**config.mk**
```make
export PLATFORM = sky130hd
export DESIGN_NAME = matrix_stream_reader
export DESIGN_NICKNAME = d
export VERILOG_FILES = /design/src/rtl/matrix_stream_reader_pkg.sv /design/src/rtl/matrix_addr_gen.sv /design/src/rtl/matrix_stream_reader.sv
export SDC_FILE = /design/constraint.sdc
export NUM_CORES = 1
export LEC_CHECK = 0
export CAP_MARGIN = 20
export CORE_ASPECT_RATIO = 2
export CORE_MARGIN = 2
export CORE_UTILIZATION = 30
export DETAILED_ROUTE_END_ITERATION = 10
export PLACE_DENSITY = 0.54
export SLEW_MARGIN = 20
export SYNTH_ARGS = -nofsm -noshare
export SYNTH_HDL_FRONTEND = slang
export SYNTH_SLANG_ARGS = --single-unit
```
**constraint.sdc**
```tcl
create_clock -name clk -period 5.05 [get_ports clk]
set_input_delay 1.01 -clock clk [delete_from_list [all_inputs] [get_ports clk]]
set_output_delay 1.01 -clock clk [all_outputs]
set_load 0.02 [all_outputs]
```
**src/rtl/matrix_stream_reader_pkg.sv**
```systemverilog
// rtl/matrix_stream_reader_pkg.sv - shared widths, FSM encoding and defaults for the matrix stream reader
package matrix_stream_reader_pkg;

  // Memory address/data width and streamed word width
  localparam int N_DEF = 12;
  localparam int W_DEF = 12;

  // Typical spacing between row starts of a stored matrix
  localparam logic [N_DEF-1:0] DEFAULT_STRIDE = 12'd64;

  // FSM encoding
  typedef logic [2:0] state_t;
  localparam logic [2:0] ST_IDLE  = 3'd0;
  localparam logic [2:0] ST_READ  = 3'd1;
  localparam logic [2:0] ST_LATCH = 3'd2;
  localparam logic [2:0] ST_SEND  = 3'd3;
  localparam logic [2:0] ST_FIN   = 3'd4;

endpackage

```
**src/rtl/matrix_addr_gen.sv**
```systemverilog
// rtl/matrix_addr_gen.sv - row/col walker producing the current element address and last flag
module matrix_addr_gen
  import matrix_stream_reader_pkg::*;
#(
  parameter int N = N_DEF
) (
  input  logic         clk,
  input  logic         rst,
  input  logic         load,
  input  logic         advance,
  input  logic [N-1:0] base_addr,
  input  logic [N-1:0] row_count,
  input  logic [N-1:0] col_count,
  input  logic [N-1:0] row_stride,
  output logic [N-1:0] addr,
  output logic         is_last
);

  localparam logic [N-1:0] ONE = {{(N-1){1'b0}}, 1'b1};

  logic [N-1:0] row_base_q, row_base_d;
  logic [N-1:0] col_q, col_d;
  logic [N-1:0] row_q, row_d;
  logic [N-1:0] rows_q, rows_d;
  logic [N-1:0] cols_q, cols_d;
  logic [N-1:0] stride_q, stride_d;
  logic         col_last;
  logic         row_last;

  // Address is the row start plus column offset; wraps naturally at N bits
  always_comb begin
    addr     = row_base_q + col_q;
    col_last = (col_q == cols_q - ONE);
    row_last = (row_q == rows_q - ONE);
    is_last  = col_last && row_last;
  end

  // Next-state: load captures the region, advance steps col then row
  always_comb begin
    row_base_d = row_base_q;
    col_d      = col_q;
    row_d      = row_q;
    rows_d     = rows_q;
    cols_d     = cols_q;
    stride_d   = stride_q;
    if (load) begin
      rows_d     = row_count;
      cols_d     = col_count;
      stride_d   = row_stride;
      row_base_d = base_addr;
      col_d      = '0;
      row_d      = '0;
    end else if (advance) begin
      if (col_last) begin
        col_d      = '0;
        row_d      = row_q + ONE;
        row_base_d = row_base_q + stride_q;
      end else begin
        col_d = col_q + ONE;
      end
    end
  end

  // Counter and configuration registers
  always_ff @(posedge clk or posedge rst) begin
    if (rst) begin
      row_base_q <= '0;
      col_q      <= '0;
      row_q      <= '0;
      rows_q     <= '0;
      cols_q     <= '0;
      stride_q   <= '0;
    end else begin
      row_base_q <= row_base_d;
      col_q      <= col_d;
      row_q      <= row_d;
      rows_q     <= rows_d;
      cols_q     <= cols_d;
      stride_q   <= stride_d;
    end
  end

endmodule

```
**src/rtl/matrix_stream_reader.sv**
```systemverilog
// rtl/matrix_stream_reader.sv - walks a matrix region in data memory and streams each word out
module matrix_stream_reader
  import matrix_stream_reader_pkg::*;
#(
  parameter int N = N_DEF,
  parameter int W = W_DEF
) (
  input  logic         clk,
  input  logic         rst,
  input  logic         start,
  input  logic [N-1:0] base_addr,
  input  logic [N-1:0] row_count,
  input  logic [N-1:0] col_count,
  input  logic [N-1:0] row_stride,
  output logic [N-1:0] mem_addr,
  output logic         mem_write_en,
  output logic [N-1:0] mem_datain,
  input  logic [N-1:0] mem_dataout,
  output logic [W-1:0] out_data,
  output logic         out_valid,
  input  logic         out_ready,
  output logic         out_last,
  output logic         busy,
  output logic         done
);

  state_t       state_q, state_d;
  logic [N-1:0] mem_addr_q, mem_addr_d;
  logic [W-1:0] out_data_q, out_data_d;
  logic         out_valid_q, out_valid_d;
  logic         out_last_q, out_last_d;
  logic         busy_q, busy_d;
  logic         done_q, done_d;
  logic         gen_load;
  logic         gen_advance;
  logic [N-1:0] gen_addr;
  logic         gen_last;

  matrix_addr_gen #(.N(N)) u_addr_gen (
    .clk        (clk),
    .rst        (rst),
    .load       (gen_load),
    .advance    (gen_advance),
    .base_addr  (base_addr),
    .row_count  (row_count),
    .col_count  (col_count),
    .row_stride (row_stride),
    .addr       (gen_addr),
    .is_last    (gen_last)
  );

  // The reader never writes memory
  assign mem_write_en = 1'b0;
  assign mem_datain   = '0;

  // Address is presented combinationally during READ and held otherwise
  assign mem_addr  = mem_addr_d;
  assign out_data  = out_data_q;
  assign out_valid = out_valid_q;
  assign out_last  = out_last_q;
  assign busy      = busy_q;
  assign done      = done_q;

  // FSM: one read, one capture, one handshake per word; no read pipelining
  always_comb begin
    state_d     = state_q;
    mem_addr_d  = mem_addr_q;
    out_data_d  = out_data_q;
    out_valid_d = out_valid_q;
    out_last_d  = out_last_q;
    busy_d      = busy_q;
    done_d      = 1'b0;
    gen_load    = 1'b0;
    gen_advance = 1'b0;
    case (state_q)
      ST_IDLE: begin
        if (start) begin
          busy_d = 1'b1;
          if ((row_count != '0) && (col_count != '0)) begin
            gen_load = 1'b1;
            state_d  = ST_READ;
          end else begin
            done_d  = 1'b1;
            state_d = ST_FIN;
          end
        end
      end
      ST_READ: begin
        mem_addr_d = gen_addr;
        state_d    = ST_LATCH;
      end
      ST_LATCH: begin
        out_data_d  = mem_dataout[W-1:0];
        out_valid_d = 1'b1;
        out_last_d  = gen_last;
        state_d     = ST_SEND;
      end
      ST_SEND: begin
        if (out_ready) begin
          out_valid_d = 1'b0;
          out_last_d  = 1'b0;
          if (out_last_q) begin
            done_d  = 1'b1;
            state_d = ST_FIN;
          end else begin
            gen_advance = 1'b1;
            state_d     = ST_READ;
          end
        end
      end
      ST_FIN: begin
        busy_d  = 1'b0;
        state_d = ST_IDLE;
      end
      default: begin
        state_d = ST_IDLE;
      end
    endcase
  end

  // State and output registers; reset aborts any dump in flight
  always_ff @(posedge clk or posedge rst) begin
    if (rst) begin
      state_q     <= ST_IDLE;
      mem_addr_q  <= '0;
      out_data_q  <= '0;
      out_valid_q <= 1'b0;
      out_last_q  <= 1'b0;
      busy_q      <= 1'b0;
      done_q      <= 1'b0;
    end else begin
      state_q     <= state_d;
      mem_addr_q  <= mem_addr_d;
      out_data_q  <= out_data_d;
      out_valid_q <= out_valid_d;
      out_last_q  <= out_last_d;
      busy_q      <= busy_d;
      done_q      <= done_d;
    end
  end

endmodule

```
## Yosys cells after proc, flatten, opt, wreduce, memory -nomap -nowiden

Index checks and enable logic that the tools add are counted.

| cells by class | value |
|---|---|
| reduce and logical (&&, ||, !) cells | 13 |
| add/subtract/negate cells | 6 |
| mux-type cells | 31 |
| eq/ne operators | 8 |

Operators by type and width:

| kind | number |
|---|---|
| 2-to-1 mux 12 bit | 10 |
| adder 12 x 1 -> 12 bit, second input constant | 2 |
| adder 12 bit | 2 |
| == test 12 bit | 2 |
| nonzero test 12 bit | 2 |
| subtractor 12 x 1 -> 12 bit, second input constant | 2 |
| 2-to-1 mux 1 bit | 12 |
| 2-to-1 mux 3 bit | 4 |
| one-hot mux 3 bit (4 select lines) | 1 |
| one-hot mux 1 bit (2 select lines) | 4 |
| AND reduction 2 bit | 4 |
| nonzero test 2 bit | 4 |
| == test 3 x 2 -> 1 bit, second input constant | 2 |
| != test 2 bit, second input constant | 2 |
| == test 3 x 1 -> 1 bit, second input constant | 1 |
| == test 3 bit, second input constant | 1 |
| logical NOT 3 bit | 1 |
| logical AND 1 bit | 2 |

| word-level totals | value |
|---|---|
| output and inout bits | 41 |
| register bits | 103 |

## Longest topological paths before layout

| depth | value |
|---|---|
| word-level depth | 7 |
| gate-level depth with buffers | 11 |
| mapped depth without buffers | 10 |

## Cells and area by module

From an unflattened synthesis, not the netlist that was laid out.

| second synthesis, totals | value |
|---|---|
| cell total of the unflattened synthesis | 627 |
| area total of the unflattened synthesis | 6339.8 sq um |

By module, submodules not included:

| module | area an instance (sq um) | sequential area each (sq um) | cells each | times used |
|---|---|---|---|---|
| matrix_addr_gen | 4976.0 | 1801.7 | 523 | 1 |
| matrix_stream_reader | 1363.8 | 775.7 | 104 | 1 |

## Least setup slack after synthesis

OpenSTA, ideal clock, no wires.

| timing path | value |
|---|---|
| path type | register -> output |
| start | register u_addr_gen.col_q[0] |
| end | output mem_addr[10] |
| data required time | 4040 ps |
| data arrival time | 2589 ps |
| setup slack | 1451 ps |
| cell stages (with the launch flop) | 11 |
| cell sequence | dfrtp_1 > ha_1 > fa_1 > a21o_1 > a21oi_1 > o21bai_1 > a21oi_1 > o21ai_0 > a31oi_1 > xor2_1 > o21ai_0 |

| on the way | value |
|---|---|
| longest elaborated chain between the ends | 2 |

Ends and longest elaborated chain:

| item | line | text |
|---|---|---|
| start: declaration | matrix_addr_gen.sv:22 | `logic [N-1:0] col_q, col_d;` |
| start signal: assignment | matrix_addr_gen.sv:75 | `col_q <= col_d;` |
| adder 12 bit | matrix_addr_gen.sv:32 | `addr = row_base_q + col_q;` |
| 2-to-1 mux 12 bit | matrix_stream_reader.sv:75 | `case (state_q)` |
| end: declaration | matrix_stream_reader.sv:15 | `output logic [N-1:0] mem_addr,` |

No other way between the ends.

## Final worst setup path

Ends and elaborated chain as after synthesis.

==> impl_results.md <==
* Worst Hold Depth at 2
* Area grow syn2layout at 23.7%
* Setup WS post-layout at about 460 ps
* Register area at ~2600 µm²
* Share of layout cells above drive strength 1 at 0.0702
* CP Class: reg2out
* Arr. time, crit path at 3580 ps
* CP Max Fanout at 5
* GRT Util Overall at 0.151
* Remaining DRCs at 0
* Fmax at roughly 0.22 GHz
* DP Worst Slack at 817 ps
* IO Port Bufs at 91
* Final hold vios at 0
* Pin count of the biggest net entering global routing at 50
* Reg2reg setup slack at 1720 ps
* TritonCTS clock tree: done
* Synth top area cells: dfrtp_1 42%, nand2_1 9.6%, ha_1 5.2%, xnor2_1 4.4%, xor2_1 2.8%
* Worst Setup SP: u_addr_gen.col_q[0]$_DFFE_PP0P_
* R2R depth at 11
* Via count at between 5000 and 6000
* Clock transition at path regs at 70 ps
* Post-synth top cells: 158 x nand2_1, 103 x dfrtp_1, 45 x nor2_1, 34 x a21oi_1, 33 x o21ai_0
* Unrepaired setup endpoints after global routing: false
* Worst r2r src: u_addr_gen.cols_q[0]$_DFFE_PP0N_
* Pleak at 3.40 nW
* Outcome: complete, no violations
* Synth top area share at 0.415
* Worst min path class: reg2reg
* Slew of the pin with the lowest slew margin at 905 ps
* Yosys cell types at 65
* Initial Utilization at 0.305
* H-tree depth at 3
* Area leader, netlist: dfrtp_1
* Rows at 74
* Worst Hold End: u_addr_gen.stride_q[6]$_DFFE_PP0N_
* Most common cell in the netlist: nand2_1
* HP Start: u_addr_gen.stride_q[6]$_DFFE_PP0N_
* Final ANT Viol Nets at 0
* Ys Warns at 0
* Max VDD drop at 0.238 mV
* Filler cells at 2175
* Cell area after synthesis at between 6000 and 7000 µm²
* R2R Path End: u_addr_gen.row_q[11]$_DFFE_PP0P_
* Bufs on Longest Clock Path at 2
* Most crowded layer after global routing: met2
* Clock sink count at 103
* Max-cap violations at 0
* Avg Cell Area, Syn at 8.93 µm²
* Wirelength per Cell at 15.4 µm
* Final setup fails at 0
* M1 GR Usage at 0.156
* Initial detailed-routing violation count at 229
* Ys async rst share at 1.00
* Initial antenna violation count at 1
* Power per cell area at 620 nW/µm²
* GPL Wtd Cong at a little over 0.8
* Placed cell areas at 7360 µm²
* CTS Buf Count at 9
* GR Layer Usage met3 at 0.0198
* Core ar. at approximately 20000 µm²
* Register area share after synthesis at 0.415
* First-pass GRT wire length at 26.3 mm
* Slew margin rel. at 0.395
* Drt total wl at 16.2 mm
* CP endpoint kind: output pin
* Setup TNS at 0 ps
* Vias in the first global route at 5286
* # Post-CTS Setup Buffers at 0
* Number of flops mapped to enable cells by yosys at 0
* Fin area at slightly below 8000 µm²
* Worst Path Required at about 4000 ps
* Nets at 870
* PostCTS Resize Cnt at 0
* Seq cells post-synth at 103
* Ports at between 100 and 150
* First-pass DRT Iterations at 4
* Inst Count DP at 1033
* Tcrit/Tclk final at 0.909
* Footprint of the multi-input gates at about 3400 µm²
* Die height at 207 µm
* Fin Hold WS at 481 ps
* GRT met2 Usage at 0.294
* Gr ovfl total at 0
* DIE AREA at 21900 µm²
* Max Slew Vio Count at 0
* Root buffer cell: clkbuf_16
* CP startpoint kind: flop
* Clk Latency, worst-skew pair at 350 ps
* Clock Skew at 8.40 ps
* DR vias/cell at just under 5
* DPL Wire Length at 12.5 mm
* Non-filler cells, final at 1050
* Die width at between 100 and 150 µm
* CTS Hold Bufs at 0
* Gate count after technology mapping at 695
* Tmin final at 4590 ps
* Most used DFF post-synth: dfrtp_1
==> layer usage <==
| layer | vias to the layer above | wire length, µm | part of all wire |
|---|---|---|---|
| met5 | - | 0 | 0 |
| met4 | 0 | 461 | 0.029 |
| met3 | 20 | 405 | 0.025 |
| met2 | 96 | 9190 | 0.57 |
| met1 | 2482 | 6090 | 0.38 |
| li1 | 2571 | - | - |
==> layout make-up <==
cell class / instances / area share
multi-input combinational: 553 / 0.446
sequential: 103 / 0.335
timing repair buffer: 100 / 0.127
tap: 266 / 0.0433
clock buffer: 11 / 0.0316
clock inverter: 5 / 0.0106
inverter: 11 / 0.00570
antenna: 1 / 0.000326
==> cells by family (layout without fill, tap and decap cells) <==
group / Yosys count / count (layout) / synth area share
simple gates: 311 / 311 / 0.241
compound gates: 131 / 131 / 0.138
flops: 103 / 103 / 0.415
xor+xnor: 51 / 51 / 0.0719
buf+inv: 51 / 127 / 0.0413
fa+ha+maj: 28 / 28 / 0.0588
mux: 19 / 19 / 0.0334
other cells: 1 / 14 / 0.000604
==> critical path: stages (launching register included) <==
cell and delay, ps:
dfrtp_1 440, ha_1 250, fa_1 410, a21o_1 180, a21oi_1 240, o21bai_1 100
a21oi_1 290, o21ai_0 130, a31oi_1 200, xor2_1 80, o21ai_0 240, clkdlybuf4s50_1 660
==> state kept, by name (all words and copies together), names as in the netlist <==
signal                 count
mem_addr_q                12
out_data                  12
u_addr_gen.col_q          12
u_addr_gen.cols_q         12
u_addr_gen.row_base_q     12
u_addr_gen.row_q          12
u_addr_gen.rows_q         12
u_addr_gen.stride_q       12
state_q                    3
busy                       1
done                       1
out_last                   1
out_valid                  1
==> worst max path at each step <==
stage                     depth (start not counted)               end  slack (ps)
after floorplan                                   1  busy$_DFFE_PP0P_        1340
after global placement                           11      mem_addr[10]         850
after detailed placement                         11       mem_addr[8]         820
after CTS                                        11       mem_addr[8]         450
after global routing                             11       mem_addr[8]         300
final                                            11      mem_addr[10]         460
==> power by group <==
group / total (W) / internal (W) / switching, W
clock network: 0.000765 / 0.000449 / 0.000316
logic: 0.00248 / 0.00118 / 0.00131
registers: 0.00152 / 0.00116 / 0.000356
total: 0.00476 / 0.00278 / 0.00198
==> cell usage in the layout, fill, tap and decap left out, drive strengths merged, types with 12 or more instances in the layout <==
master           n
dfrtp          103
clkdlybuf4s50   91
xor2            20
a31oi           23
nor2            45
conb            13
xnor2           31
o21ai           34
nand2          160
and3            12
a21oi           34
mux2            14
nand3           13
ha              26
nor3            20
==> stage by stage <==
step                      utilization  power [W]
final                           0.377    0.00476
after floorplan                     -    0.00329
after global routing            0.377    0.00515
after detailed placement        0.361    0.00405
after global placement          0.361    0.00402
after CTS                       0.377    0.00483
Power figures use the tool's default switching activity.
